$ cat config.mk
export PLATFORM = sky130hd
export DESIGN_NAME = lsu_ctrl
export DESIGN_NICKNAME = d
export VERILOG_FILES = /design/src/rtl/lsu_ctrl.sv
export SDC_FILE = /design/constraint.sdc
export NUM_CORES = 1
export LEC_CHECK = 0
export ABC_AREA = 1
export BUFFER_PORTS_ARGS = -buffer_cell sky130_fd_sc_hd__buf_4
export CAP_MARGIN = 40
export CORE_MARGIN = 2
export CORE_UTILIZATION = 49
export DETAILED_ROUTE_END_ITERATION = 12
export PLACE_DENSITY = 0.78
export SLEW_MARGIN = 10
export SYNTH_ARGS = -nofsm -noshare
export SYNTH_HDL_FRONTEND = slang
export SYNTH_SLANG_ARGS = --single-unit
$ cat constraint.sdc
create_clock -name clk -period 1.9 [get_ports clk]
set_clock_uncertainty 0.15 [all_clocks]
set_input_delay 0.19 -clock clk [delete_from_list [all_inputs] [get_ports clk]]
set_output_delay 0.19 -clock clk [all_outputs]
set_load 0.05 [all_outputs]
$ cat src/rtl/lsu_ctrl.sv
// rtl/lsu_ctrl.sv - load/store sequencer between the memory stage and a handshaked DMEM port
//
// Purpose: accepts one load or store per request, drives the DMEM request until it is
// granted, waits for read data with a timeout, and lane-aligns and extends load data.
//
// Ports:
//   clk, rst                    clock and synchronous active-high reset
//   req_valid/we/funct3/addr/wdata   pipeline request (held until done)
//   busy, done                  stall and one-cycle completion pulse
//   misalign, bus_err           completion status, valid with done
//   ld_data                     extended load result, held until the next load completes
//   mem_req/we/addr/wdata/wmask DMEM request channel, stable while mem_req is high
//   mem_gnt                     DMEM accepts the request
//   mem_rvalid, mem_rdata       DMEM read response
module lsu_ctrl #(
  parameter int TIMEOUT = 16,
  parameter int CNT_W   = 5
) (
  input  logic        clk,
  input  logic        rst,
  input  logic        req_valid,
  input  logic        req_we,
  input  logic [2:0]  req_funct3,
  input  logic [31:0] req_addr,
  input  logic [31:0] req_wdata,
  output logic        busy,
  output logic        done,
  output logic        misalign,
  output logic        bus_err,
  output logic [31:0] ld_data,
  output logic        mem_req,
  output logic        mem_we,
  output logic [31:0] mem_addr,
  output logic [31:0] mem_wdata,
  output logic [3:0]  mem_wmask,
  input  logic        mem_gnt,
  input  logic        mem_rvalid,
  input  logic [31:0] mem_rdata
);

  typedef enum logic [1:0] {IDLE, ISSUE, WAIT_R, FIN} state_t;

  state_t      state_q, state_d;
  logic        we_q, we_d;
  logic [2:0]  f3_q, f3_d;
  logic [1:0]  off_q, off_d;
  logic [CNT_W-1:0] cnt_q, cnt_d;
  logic [31:0] ld_data_q, ld_data_d;
  logic        misalign_q, misalign_d;
  logic        bus_err_q, bus_err_d;
  logic        mem_we_q, mem_we_d;
  logic [31:0] mem_addr_q, mem_addr_d;
  logic [31:0] mem_wdata_q, mem_wdata_d;
  logic [3:0]  mem_wmask_q, mem_wmask_d;

  logic        illegal;
  logic [31:0] st_wdata;
  logic [3:0]  st_wmask;
  logic [31:0] shifted;
  logic [31:0] ld_ext;

  // Decode legality of the incoming request.
  always_comb begin
    illegal = 1'b0;
    case (req_funct3)
      3'b011, 3'b110, 3'b111: illegal = 1'b1;
      3'b001, 3'b101:         illegal = req_addr[0];
      3'b010:                 illegal = (req_addr[1:0] != 2'b00);
      default:                illegal = 1'b0;
    endcase
    if (req_we && req_funct3[2]) illegal = 1'b1;
  end

  // Store lane placement: data replicated across lanes, mask selects the target bytes.
  always_comb begin
    st_wdata = req_wdata;
    st_wmask = 4'b1111;
    case (req_funct3[1:0])
      2'b00: begin
        st_wdata = {4{req_wdata[7:0]}};
        st_wmask = 4'b0001 << req_addr[1:0];
      end
      2'b01: begin
        st_wdata = {2{req_wdata[15:0]}};
        st_wmask = 4'b0011 << req_addr[1:0];
      end
      default: begin
        st_wdata = req_wdata;
        st_wmask = 4'b1111;
      end
    endcase
  end

  // Load extraction from the latched size/offset.
  always_comb begin
    shifted = mem_rdata >> {off_q, 3'b000};
    case (f3_q)
      3'b000:  ld_ext = {{24{shifted[7]}}, shifted[7:0]};
      3'b100:  ld_ext = {24'h0, shifted[7:0]};
      3'b001:  ld_ext = {{16{shifted[15]}}, shifted[15:0]};
      3'b101:  ld_ext = {16'h0, shifted[15:0]};
      default: ld_ext = mem_rdata;
    endcase
  end

  always_comb begin
    state_d     = state_q;
    we_d        = we_q;
    f3_d        = f3_q;
    off_d       = off_q;
    cnt_d       = cnt_q;
    ld_data_d   = ld_data_q;
    misalign_d  = 1'b0;
    bus_err_d   = 1'b0;
    mem_we_d    = mem_we_q;
    mem_addr_d  = mem_addr_q;
    mem_wdata_d = mem_wdata_q;
    mem_wmask_d = mem_wmask_q;

    case (state_q)
      IDLE: begin
        if (req_valid) begin
          we_d  = req_we;
          f3_d  = req_funct3;
          off_d = req_addr[1:0];
          if (illegal) begin
            misalign_d = 1'b1;
            state_d    = FIN;
          end else begin
            mem_we_d    = req_we;
            mem_addr_d  = {req_addr[31:2], 2'b00};
            mem_wdata_d = req_we ? st_wdata : 32'h0;
            mem_wmask_d = req_we ? st_wmask : 4'b0000;
            state_d     = ISSUE;
          end
        end
      end
      ISSUE: begin
        if (mem_gnt) begin
          if (we_q) begin
            state_d = FIN;
          end else begin
            cnt_d   = '0;
            state_d = WAIT_R;
          end
        end
      end
      WAIT_R: begin
        cnt_d = cnt_q + 1'b1;
        // rvalid has priority over a timeout on the final count.
        if (mem_rvalid) begin
          ld_data_d = ld_ext;
          state_d   = FIN;
        end else if (cnt_q == CNT_W'(TIMEOUT - 1)) begin
          bus_err_d = 1'b1;
          state_d   = FIN;
        end
      end
      default: begin
        state_d = IDLE;
      end
    endcase
  end

  always_ff @(posedge clk) begin
    if (rst) begin
      state_q     <= IDLE;
      we_q        <= 1'b0;
      f3_q        <= 3'b000;
      off_q       <= 2'b00;
      cnt_q       <= '0;
      ld_data_q   <= 32'h0;
      misalign_q  <= 1'b0;
      bus_err_q   <= 1'b0;
      mem_we_q    <= 1'b0;
      mem_addr_q  <= 32'h0;
      mem_wdata_q <= 32'h0;
      mem_wmask_q <= 4'b0000;
    end else begin
      state_q     <= state_d;
      we_q        <= we_d;
      f3_q        <= f3_d;
      off_q       <= off_d;
      cnt_q       <= cnt_d;
      ld_data_q   <= ld_data_d;
      misalign_q  <= misalign_d;
      bus_err_q   <= bus_err_d;
      mem_we_q    <= mem_we_d;
      mem_addr_q  <= mem_addr_d;
      mem_wdata_q <= mem_wdata_d;
      mem_wmask_q <= mem_wmask_d;
    end
  end

  assign busy      = ((state_q == IDLE) && req_valid) || (state_q == ISSUE) || (state_q == WAIT_R);
  assign done      = (state_q == FIN);
  assign misalign  = misalign_q;
  assign bus_err   = bus_err_q;
  assign ld_data   = ld_data_q;
  assign mem_req   = (state_q == ISSUE);
  assign mem_we    = mem_we_q;
  assign mem_addr  = mem_addr_q;
  assign mem_wdata = mem_wdata_q;
  assign mem_wmask = mem_wmask_q;

endmodule

; Word level (Yosys, flattened, before mapping)
; Cells that the tools add are included.
[classes]
n_addsub = 1
eq_ne = 18
shift = 3
n_mux = 19
bitwise_logic = 4
n_reduce_logical = 18
[ops]
columns = cell, n
row1 = 32-bit one-hot mux with 4 select lines, 1
row2 = 32-bit one-hot mux with 2 select lines, 1
row3 = 32-bit two-way mux, 1
row4 = 32-bit by 5-bit >> shifter with 16-bit output, 1
row5 = "3-bit equality test, second input constant", 5
row6 = 2-bit two-way mux, 5
row7 = 5-bit two-way mux, 2
row8 = 5-bit one-hot mux with 2 select lines, 1
row9 = 3-bit AND reduction, 3
row10 = 3-bit OR reduction, 3
row11 = 4-bit one-hot mux with 2 select lines, 1
row12 = "3-bit by 1-bit equality test with 1-bit output, second input constant", 2
row13 = "3-bit by 2-bit equality test with 1-bit output, second input constant", 2
row14 = 2-bit one-hot mux with 3 select lines, 1
row15 = "5-bit by 1-bit adder with 5-bit output, second input constant", 1
row16 = "5-bit by 4-bit equality test with 1-bit output, second input constant", 1
row17 = "2-bit by 1-bit equality test with 1-bit output, second input constant", 2
row18 = "2-bit equality test, second input constant", 2
row19 = 2-bit zero test, 2
row20 = 1-bit two-way mux, 4
row21 = 4-bit two-way mux, 1
row22 = "2-bit inequality test, second input constant", 2
row23 = 1-bit inverter, 4
row24 = 2-bit AND reduction, 2
row25 = other kinds (10), 13
[word_totals]
reg_bits = 114
in_bits = 105
output_inout_bits = 106
wordCells = 75

; Depth between registers and ports, before layout
; Gate-level depths: netlist of the first run.
[logic_depth]
ltp_word = 7
mapped_depth = 10
ltp_nobuf = 10

; Worst setup path after synthesis of the first run
; OpenSTA, ideal clock, no wires.
[synth_path]
path_type = register -> register
startpoint = reg state_q[1]
endpoint = reg cnt_q[3]
setup_ns = 0.126
arrival_time_ns = 1.494
required_time_ns = 1.624
setup_slack_ns = 0.130
path_stages_with_launch = 8
n_path_buf = 0
period_less_slack_ns = 1.770
cell_sequence = dfxtp_1 -> inv_1 -> ha_1 -> nand2_1 -> nand3_1 -> nor3_1 -> xnor2_1 -> nor2_1
[synth_via]
elab_chain_len = 3
word_cells_on_any_way = 7
cone_classes = 4 x eq/ne / 1 x mux / 2 x reduce/logical
[synth_rtl]
columns = item, line
row1 = "start, declared", 43  ; state_t state_q, state_d;
row2 = "start signal, assigned", 180  ; state_q <= state_d;
row3 = 2-bit by 1-bit equality test with 1-bit output (*), n/a
row4 = via mem_req, 31  ; output logic mem_req,
row5 = "2-bit inequality test (no line), or another cell as far along", n/a
row6 = 3-bit AND reduction (no line), n/a
row7 = "end signal, assigned", 184  ; cnt_q <= cnt_d;
row8 = "end, declared", 47  ; logic [CNT_W-1:0] cnt_q, cnt_d;
; The timed path passes the listed nets; every way through them passes the cells marked *.
; A chain may end at the register's enable or synchronous reset.

; Worst setup path after layout of the first run
[layout_path]
startpoint = reg state_q[0]
endpoint = out busy
[layout_via]
elab_chain_len = 4
word_cells_on_any_way = 6
cone_classes = 2 x eq/ne / 4 x reduce/logical
[layout_rtl]
columns = item, line
row1 = 2-bit zero test, 195  ; assign busy = ((state_q == IDLE) && req_valid) || (state_q == ISSUE) || (state_q == WAIT_R);
row2 = 1-bit logical AND, 195
row3 = 1-bit logical OR, 195
row4 = 1-bit logical OR (*), 195
row5 = "end, declared", 26  ; output logic busy,
; Every way passes the cells marked *; elsewhere a longest branch is shown, timed or not.

==> out/metrics.csv, run 1 <==
metric,value,unit
hp-class,primary input to flip-flop,
io_buffer_count,208,
hpwl,11.04,mm
clkSinkCount,114,
gp_congestion,0.9338,
finalPower,10.15,mW
cts_inserted_buffers,17,
die-height,108.8,um
rsz0062_at_grt,no,
detail-route-antenna-nets,0,
chipWidth,108.8,um
finish.net_count,1202,
max_cap_violations,0,
finalSetupTns,0,ns
later_pin_clock_latency_in_the_skew_report,0.50,ns
grt_pass1_vias,6102,
ys_seq_elements,114,
maxClockFrequency,552.2,MHz
crit_path_end,busy,
min_path_cells,4,
crit_path_start_kind,flip-flop,
synth_top_area_share,0.4237,
critical_path_arrival,1.47,ns
post_dr_vias_cell,5.208,
synth_warnings,0,
hold_viol_final,0,
period_needed,1.811,ns
transition_time_at_the_pin_with_the_least_slew_margin,0.5798,ns
worstReg2RegEnd,mem_wdata[29],
path_class,flip-flop to output port,
timing.rr.start,state_q[0],
critical_path_peak_fanout,4,
cellLeakagePower,4.220,nW
placementRows,38,
antenna_found_initial,0,
clock_tree.buffer_depth,2,
multiInputGateArea,0.002586,mm^2
cts_tree,done,
post-route-util,0.8131,
area_growth,62.93,%
grtUsageTotal,0.3145,
netlist_instances,780,
post_synth_instance_area,0.005386,mm^2
endpoint_kind,output port,
initial_utilization,0.4991,
finalMaxSlewViolations,0,
hold_ws,0.3053,ns
netlist_cell_types,33,
finalWirelength,18.92,mm
vias,6474,
worstRegToRegCells,11,
cts.root.buffer_cell,sky130_fd_sc_hd__clkbuf_8,
globalRouteOverflowTotal,0,
insertedDiodeCount,0,
final-setup-viol-count,0,
required,1.56,ns
cellPowerDensity,1157,mW/mm^2
io-pin-count,211,
maxSlewHeadroom,0.6135,
floorplan.core_area,0.01079,mm^2
seq_area,0.002287,mm^2
ir_drop,0.8171,mV
status,"finished, final reports clean",
avgSynthCellArea,6.906,um^2
layout-drive-gt1-share,0.2738,
design.die.area,0.01185,mm^2
detail_route.first_pass.iterations,6,
ctsHtreeMaxLevel,4,
detail_route.wl_per_cell,15.22,um
crit_path_start,state_q[0],
grt_max_degree,51,
regToRegSetupSlack,0.09,ns
filler_cell_count,673,
drt_iter0_drc,559,
drcViolationCount,0,
path_clk_slew,0.06,ns
synth_area_leaders,"sky130_fd_sc_hd__dfxtp_1, sky130_fd_sc_hd__nand2_1, sky130_fd_sc_hd__o21ai_0",
synth_seq_area_share,0.4237,
crit_share_post_route,0.9531,
grt_pass1_wl,29.33,mm
synthDominantAreaCellType,sky130_fd_sc_hd__dfxtp_1,
## worst min-delay path by stage
stage                  from           end  slack (ns)
3_3_place_gp     mem_rvalid       bus_err        0.24
6_report       req_addr[18]  mem_addr[18]        0.31
3_5_place_dp     mem_rvalid       bus_err        0.23
2_1_floorplan    mem_rvalid       bus_err        0.12
4_1_cts        req_addr[17]  mem_addr[17]        0.28
5_1_grt        req_addr[18]  mem_addr[18]        0.30
## placed cells by master, fill, tap and decap left out, types with 2 or more instances in the layout
cell type,instances
sky130_fd_sc_hd__clkinv_2,4
sky130_fd_sc_hd__inv_1,66
sky130_fd_sc_hd__nor2_2,12
sky130_fd_sc_hd__nor2_1,108
sky130_fd_sc_hd__nor3_2,2
sky130_fd_sc_hd__dlygate4sd3_1,104
sky130_fd_sc_hd__ha_1,3
sky130_fd_sc_hd__nor3_1,4
sky130_fd_sc_hd__nand3_1,36
sky130_fd_sc_hd__nand2_2,3
sky130_fd_sc_hd__inv_2,6
sky130_fd_sc_hd__nand4_1,8
sky130_fd_sc_hd__nand2_1,178
sky130_fd_sc_hd__clkbuf_8,5
sky130_fd_sc_hd__conb_1,2
sky130_fd_sc_hd__nor2_4,2
sky130_fd_sc_hd__dfxtp_1,112
sky130_fd_sc_hd__buf_4,224
sky130_fd_sc_hd__buf_6,4
sky130_fd_sc_hd__o21bai_1,16
sky130_fd_sc_hd__o21ai_0,103
sky130_fd_sc_hd__clkbuf_16,17
sky130_fd_sc_hd__ha_2,2
sky130_fd_sc_hd__clkinvlp_4,3
sky130_fd_sc_hd__a21oi_1,52
sky130_fd_sc_hd__a21oi_2,3
sky130_fd_sc_hd__nand3_4,2
sky130_fd_sc_hd__buf_12,5
sky130_fd_sc_hd__o21a_1,3
## through the flow
step | cell area (um^2) | worst slack (ns) | std cells
floorplan | 5390 | 0.1299 | 781
global placement | 7039 | 0.1711 | 1101
detailed placement | 7039 | 0.1088 | 1101
CTS | 8670 | 0.01555 | 1239
global route | 8776 | 0.001601 | 1243
finish | 8776 | 0.08914 | 1243
## sequential cells by signal, indices dropped and copies added, names as in the netlist
register   count
ld_data       32
mem_wdata     32
mem_addr      30
cnt_q          5
mem_wmask      4
f3_q           3
off_q          2
state_q        2
bus_err        1
mem_we         1
misalign       1
we_q           1
## synthesized netlist by cell type (all sizes together)
cell type  number
buf            25
a211oi          1
o211ai          1
dfxtp         114
clkinv          1
o21ai         104
xnor2           1
nor3            6
or2             1
inv            73
o21bai         16
nor2          122
nand3          38
nand4           8
ha              6
a21oi          55
clkbuf         22
o21a            3
nand2         182
conb            1
## layout make-up
type,count,area share
clock inverter,9,0.009267
clock buffer,22,0.05389
multi-input combinational,546,0.2947
sequential,114,0.2606
timing repair buffer,338,0.3296
inverter,74,0.03194
tap,140,0.01996
## timing repair
item                                    in CTS  in global routing
setup buffers                                3                  2
pin swaps                                    2                  2
endpoints found under the hold margin      108                  0
gates resized for setup                      5                 12
hold buffers                               104                  0
gates cloned                                 0                  2
endpoints found under the setup margin       1                 42
## report_power, final
group	switching (mW)	leakage (nW)	internal [mW]	total [mW]
combinational	2.73	3.02	1.48	4.21
clock	1.10	0.269	1.86	2.96
sequential	0.227	0.929	2.76	2.99
total	4.06	4.22	6.09	10.2
## worst max-delay path, stage by stage (launching register included)
cell	delay [ns]
sky130_fd_sc_hd__dfxtp_4	0.35
sky130_fd_sc_hd__inv_2	0.08
sky130_fd_sc_hd__ha_4	0.14
sky130_fd_sc_hd__nand2_2	0.06
sky130_fd_sc_hd__buf_6	0.11
sky130_fd_sc_hd__nand2_1	0.07
sky130_fd_sc_hd__buf_6	0.16
## cells by family (layout without fill, tap and decap cells)
| logic type | Yosys count | in the layout | share of synthesized area |
|---|---|---|---|
| adder cells (fa/ha/maj) | 6 | 6 | 0.01394 |
| other | 1 | 2 | 0.0006962 |
| flip-flops | 114 | 114 | 0.4237 |
| AO/OA/AOI/OAI | 180 | 180 | 0.1770 |
| buffers and inverters | 121 | 443 | 0.1041 |
| AND/OR/NAND/NOR | 357 | 357 | 0.2790 |
| XOR/XNOR | 1 | 1 | 0.001626 |
## per-layer routing
| metal | vias up | routed length (um) | part of all wire | track usage |
|---|---|---|---|---|
| met1 | 2966 | 7264 | 0.38 | 0.3820 |
| met3 | 54 | 1773 | 0.094 | 0.09205 |
| met5 | - | 0 | 0 | 0 |
| met4 | 0 | 417 | 0.022 | 0.09799 |
| met2 | 342 | 9469 | 0.50 | 0.5366 |
| li1 | 3112 | - | - | - |
Note: power is estimated with default switching activity, not from simulation.
==> inputs of run 2 (changes only) <==
- PLACE_DENSITY: 0.78 -> 0.8
- RECOVER_POWER: default -> 100
==> run 2 against run 1 <==
  * Clock-buffer cell count shrank 3
  * Combinational power decreased by 7.6%
  * Clock power decreased by 4%
  * Wire length shrank 1.5%
  * Global-route usage decreased by 0.61 points
  * Cell count is 0.40% lower
==> out/metrics.csv, run 2 (synthesis gave the netlist of run 1 again) <==
metric,value,unit
floorplan.core_area,0.01079,mm^2
grtUsageTotal,0.3083,
maxSlewHeadroom,0.5530,
grt_pass1_wl,29.06,mm
min_to,state_q[1],
endpoint_kind,output port,
cellPowerDensity,1174,mW/mm^2
antenna_found_initial,0,
finalWirelength,18.64,mm
chipWidth,108.8,um
io_buffer_count,208,
most_common_library_cell_in_the_layout_ignoring_fill_and_taps,sky130_fd_sc_hd__nand2_1,
final_cell_mix,"sky130_fd_sc_hd__nand2_1, sky130_fd_sc_hd__buf_4, sky130_fd_sc_hd__nor2_1",
timing.final.ws_setup,0.06077,ns
ctsHtreeMaxLevel,4,
critical_path_arrival,1.50,ns
period_needed,1.839,ns
vias,6423,
globalRouteMet1Util,0.3623,
filler_cell_count,809,
regToRegSetupSlack,0.09,ns
grt_max_degree,51,
hpwl,10.98,mm
detail_route.wl_per_cell,15.05,um
gp_congestion,0.9386,
path_class,flip-flop to output port,
cts.root.buffer_cell,sky130_fd_sc_hd__clkbuf_8,
timing.rr.start,state_q[1],
clock_tree.buffer_depth,2,
transition_time_at_the_pin_with_the_least_slew_margin,0.6680,ns
later_pin_clock_latency_in_the_skew_report,0.51,ns
min_path_cells,6,
seq_area,0.002288,mm^2
critical_path_buf_inv_count,2,
detailedPlace.worstSlack,0.1509,ns
die-height,108.8,um
multiInputGateArea,0.002561,mm^2
crit_family,flip-flops,
design.die.area,0.01185,mm^2
placed_cells_incl_taps,1101,
finalMaxSlewViolations,0,
max_cap_violations,0,
rsz0062_at_grt,yes,
grt_pass1_vias,6210,
final-setup-viol-count,0,
finish.net_count,1196,
worstReg2RegEnd,mem_wdata[17],
ir_drop,0.7917,mV
layout-drive-gt1-share,0.1812,
io-pin-count,211,
hp-class,primary input to flip-flop,
cp_slowest_stage_delay,0.34,ns
drt_iter0_drc,570,
insertedDiodeCount,0,
cts_tree,done,
min_from,mem_gnt,
grtUsageMet2,0.5451,
area_growth,53.45,%
cell_repeated_most_along_the_worst_path,sky130_fd_sc_hd__nand2_2,
detail_route.first_pass.iterations,5,
cellLeakagePower,3.764,nW
drcViolationCount,0,
globalRouteOverflowTotal,0,
maxClockFrequency,543.7,MHz
status,"finished, final reports clean",
critical_path_peak_fanout,4,
most_crowded_layer_gr,met2,
clkSinkCount,114,
hold_viol_final,0,
placementRows,38,
grt_util_met3,0.09205,
crit_share_post_route,0.9680,
cp_cell_sequence,inv_1 > ha_2 > nand2_2 > nand2_2 > buf_6,
required,1.56,ns
critPathSlowestCell,sky130_fd_sc_hd__dfxtp_2,
initial_utilization,0.4991,
crit_path_start_kind,flip-flop,
detail-route-antenna-nets,0,
instances_no_fill,1238,
cts_inserted_buffers,17,
post_dr_vias_cell,5.188,
path_clk_slew,0.06,ns
worstRegToRegCells,9,
run 2: changes by cell type in the layout (fill, tap and decap cells not counted), moves of 4 or more:
cell                       delta
sky130_fd_sc_hd__buf_4      -108
sky130_fd_sc_hd__clkbuf_1    +98
sky130_fd_sc_hd__clkbuf_2     +5
sky130_fd_sc_hd__clkinv_4     +4
sky130_fd_sc_hd__dfxtp_2      +4
run 2: worst max-delay path by stage:
stage / start / end / depth (start not counted)
final: state_q[1] / busy / 5
after global routing: state_q[0] / busy / 6
after CTS: state_q[0] / busy / 5
after detailed placement: state_q[1] / cnt_q[2] / 6
after global placement: state_q[1] / cnt_q[2] / 6
after floorplan: state_q[1] / cnt_q[3] / 7
run 2: layer usage:
layer	vias to the layer above	part of all wire	wire (um)
met5	-	0	0
met4	0	0.018	341
met3	36	0.082	1519
met2	324	0.50	9326
met1	2967	0.40	7449
li1	3096	-	-
run 2: where the power goes:
group,internal (mW),switching (mW)
registers,2.76,0.209
logic,1.16,2.73
clock network,1.66,1.19
total,5.58,4.12
run 2: final cells by class:
cell class,instances,share of cell area
well taps,140,0.02119
flip-flops and latches,114,0.2769
multi-input cells,546,0.3099
clock inverters,13,0.01256
clock buffers,19,0.05223
repair buffers,332,0.2934
inverters,74,0.03391
run 2: per-stage QoR:
| step | utilization | instance area, um^2 | hold slack (ns) | setup TNS [ns] | power [mW] |
|---|---|---|---|---|---|
| 2_1_floorplan | - | 5390 | 0.1170 | 0 | 5.670 |
| 4_1_cts | 0.7977 | 8610 | 0.004905 | 0 | 9.832 |
| 5_1_grt | 0.7658 | 8265 | 0.05074 | -0.02743 | 10.23 |
| 3_3_place_gp | 0.6511 | 7027 | 0.2476 | 0 | 6.722 |
| 3_5_place_dp | 0.6511 | 7027 | 0.2453 | 0 | 6.764 |
| 6_report | 0.7658 | 8265 | 0.02222 | 0 | 9.701 |
run 2: worst register-to-register path, delay by kind of cell, from the launching register on:
kind | cells | cell delay, ns
flip-flops | 1 | 0.34
adder cells (fa/ha/maj) | 1 | 0.20
AND/OR/NAND/NOR | 4 | 0.49
buffers and inverters | 3 | 0.34
AO/OA/AOI/OAI | 1 | 0.21
run 2: timing repair:
action,CTS,global route
cloned,0,1
gates resized for setup,4,13
hold buffers,103,0
pin swaps,0,1
endpoints found under the setup margin,1,25
endpoints found under the hold margin,108,0
buffers inserted,1,0
==> inputs of run 3 (changes only) <==
- ABC_AREA: 1 -> default
==> run 3 against run 2 <==
  * The run now ends with negative setup slack left
  * Clock-buffer cell count is 1 lower
  * Wire length is 40% higher
  * First-iteration DRC count rose by 100%
  * Cell count fell by 8.7%
  * Hold slack gained 0.010 ns
  * Synthesized cell count fell by 15%
  * Sequential power about the same
  * Flip-flop and latch count unchanged
  * Combinational power grew 11%
  * Critical endpoint unchanged
  * Largest power group unchanged
==> out/metrics.csv, run 3 <==
metric,value,unit
chipWidth,108.9,um
synth_warnings,0,
netlist_cell_types,47,
status,finished with violations,
detail-route-antenna-nets,0,
drcViolationCount,0,
vias,7248,
cellLeakagePower,3.484,nW
drt_iter0_drc,1138,
min_path_cells,5,
grt_pass1_wl,35.12,mm
hold_ws,0.03254,ns
clkSinkCount,114,
filler_cell_count,626,
maxSlewHeadroom,0.5169,
post_synth_instance_area,0.005393,mm^2
clock_tree.buffer_depth,2,
cts_tree,done,
most_common_library_cell_in_the_layout_ignoring_fill_and_taps,sky130_fd_sc_hd__buf_4,
maxClockFrequency,481.3,MHz
multiInputGateArea,0.003029,mm^2
synth-edff-count,0,
p_int,6.411,mW
transition_time_at_the_pin_with_the_least_slew_margin,0.7277,ns
floorplan.core_area,0.01079,mm^2
regToRegSetupSlack,-0.16,ns
critical_path_arrival,1.74,ns
hp-class,primary input to flip-flop,
endpoint_kind,output port,
min_to,state_q[0],
post_dr_vias_cell,6.414,
crit_share_post_route,1.094,
p_clk_frac,0.316,
synthDominantAreaCellType,sky130_fd_sc_hd__dfxtp_1,
final_cell_mix,"sky130_fd_sc_hd__buf_4, sky130_fd_sc_hd__nand2_1, sky130_fd_sc_hd__dfxtp_1",
path_class,flip-flop to output port,
path_clk_slew,0.07,ns
later_pin_clock_latency_in_the_skew_report,0.53,ns
final-setup-viol-count,43,
finalMaxSlewViolations,0,
power.sequential.fraction,0.280,
post_synth_most_frequent_cells,"sky130_fd_sc_hd__nand2_1, sky130_fd_sc_hd__dfxtp_1, sky130_fd_sc_hd__a21oi_1",
design.die.area,0.01186,mm^2
grt_pass1_vias,6769,
timing.final.ws_setup,-0.1778,ns
timing.rr.start,off_q[0],
cts.root.buffer_cell,sky130_fd_sc_hd__clkbuf_8,
placementRows,38,
detailedPlace.worstSlack,-0.1614,ns
dp_area,0.007204,mm^2
worstRegToRegCells,5,
min_from,mem_gnt,
placed_cells_incl_taps,986,
max_cap_violations,0,
cellPowerDensity,1206,mW/mm^2
post-route-util,0.8236,
failed_checks,negative setup slack,
initial_utilization,0.4997,
detail_route.first_pass.iterations,8,
seq_area,0.002292,mm^2
switchingPower,4.307,mW
most_common_cell_in_the_netlist,sky130_fd_sc_hd__nand2_1,
ir_drop,0.6938,mV
power.switching_fraction,0.4019,
hold_viol_final,0,
finalSetupTns,-3.313,ns
ctsHtreeMaxLevel,4,
rsz0062_at_grt,yes,
grt_max_degree,66,
avgSynthCellArea,8.121,um^2
post-route-cell-area,0.008889,mm^2
netlist_instances,664,
synth_seq_area_share,0.4232,
critical_path_peak_fanout,3,
finalPower,10.72,mW
io-pin-count,211,
cts_inserted_buffers,17,
die-height,108.9,um
synth_async_sr_flop_share,0,
gp_congestion,0.8647,
synth_top_flop_cell,sky130_fd_sc_hd__dfxtp_1,
synth_area_leaders,"sky130_fd_sc_hd__dfxtp_1, sky130_fd_sc_hd__a21oi_1, sky130_fd_sc_hd__nand2_1",
area_growth,64.83,%
synth_top_area_share,0.4232,
hpwl,12.22,mm
crit_path_start_kind,flip-flop,
period_needed,2.078,ns
detail_route.wl_per_cell,23.16,um
finalWirelength,26.18,mm
instances_no_fill,1130,
ys_seq_elements,114,
antenna_found_initial,0,
comb_power_share,0.404,
worstReg2RegEnd,ld_data[29],
finish.net_count,1087,
globalRouteOverflowTotal,0,
io_buffer_count,208,
layout-drive-gt1-share,0.2811,
required,1.56,ns
grtUsageTotal,0.3853,
run 3: per-layer routing:
layer	vias up	GRT usage	part of all wire
met2	744	0.6539	0.47
met3	236	0.1070	0.12
met4	0	0.2399	0.082
met1	3300	0.4245	0.33
li1	2968	-	-
met5	-	0	0
run 3: how the worst max path moves through the flow:
stage                     slack [ns]          end       start  cells after the start
final                          -0.18         busy  state_q[1]                      5
after global routing           -0.21         busy  state_q[0]                      5
after CTS                      -0.19         busy  state_q[0]                      5
after detailed placement       -0.16  ld_data[24]    off_q[0]                      5
after global placement         -0.06  ld_data[31]    off_q[0]                      5
after floorplan                -0.25  ld_data[25]    off_q[0]                      8
run 3: area by class of cell:
| class | instances | area share |
|---|---|---|
| antenna | 1 | 0.0002815 |
| clock buffer | 18 | 0.04814 |
| clock inverter | 14 | 0.02097 |
| inverter | 7 | 0.003238 |
| multi-input combinational | 483 | 0.3408 |
| sequential | 114 | 0.2579 |
| tap | 140 | 0.01971 |
| timing repair buffer | 353 | 0.3090 |
run 3: power by group through the flow:
stage               combinational (mW)  sequential [mW]  clock, mW
detailed placement                3.71             2.99          0
CTS                               4.06             2.95       3.31
global route                      4.52             3.02       3.49
finish                            4.33             3.00       3.38
floorplan                         1.64             3.86          0
global placement                  3.60             2.97          0
run 3: logic make-up after synthesis:
logic type	Yosys count	synth area share
adder cells (fa/ha/maj)	6	0.01392
multiplexers	46	0.09072
buffers and inverters	68	0.05406
AND/OR/NAND/NOR	247	0.2093
other	1	0.0006954
flip-flops	114	0.4232
AO/OA/AOI/OAI	182	0.2081
run 3: worst max-delay path: stages (launching register included):
cell and delay, ns:
sky130_fd_sc_hd__dfxtp_2 0.35, sky130_fd_sc_hd__inv_2 0.06, sky130_fd_sc_hd__ha_4 0.15, sky130_fd_sc_hd__and2_4 0.15, sky130_fd_sc_hd__or3_4 0.34, sky130_fd_sc_hd__buf_8 0.16
run 3: what timing repair did:
action / in CTS / in global routing
setup buffers: 4 / 6
setup endpoints to repair: 19 / 92
cloned: 0 / 5
hold buffers: 97 / 0
gates resized for setup: 13 / 52
pin swaps: 2 / 23
hold endpoints to repair: 100 / 0
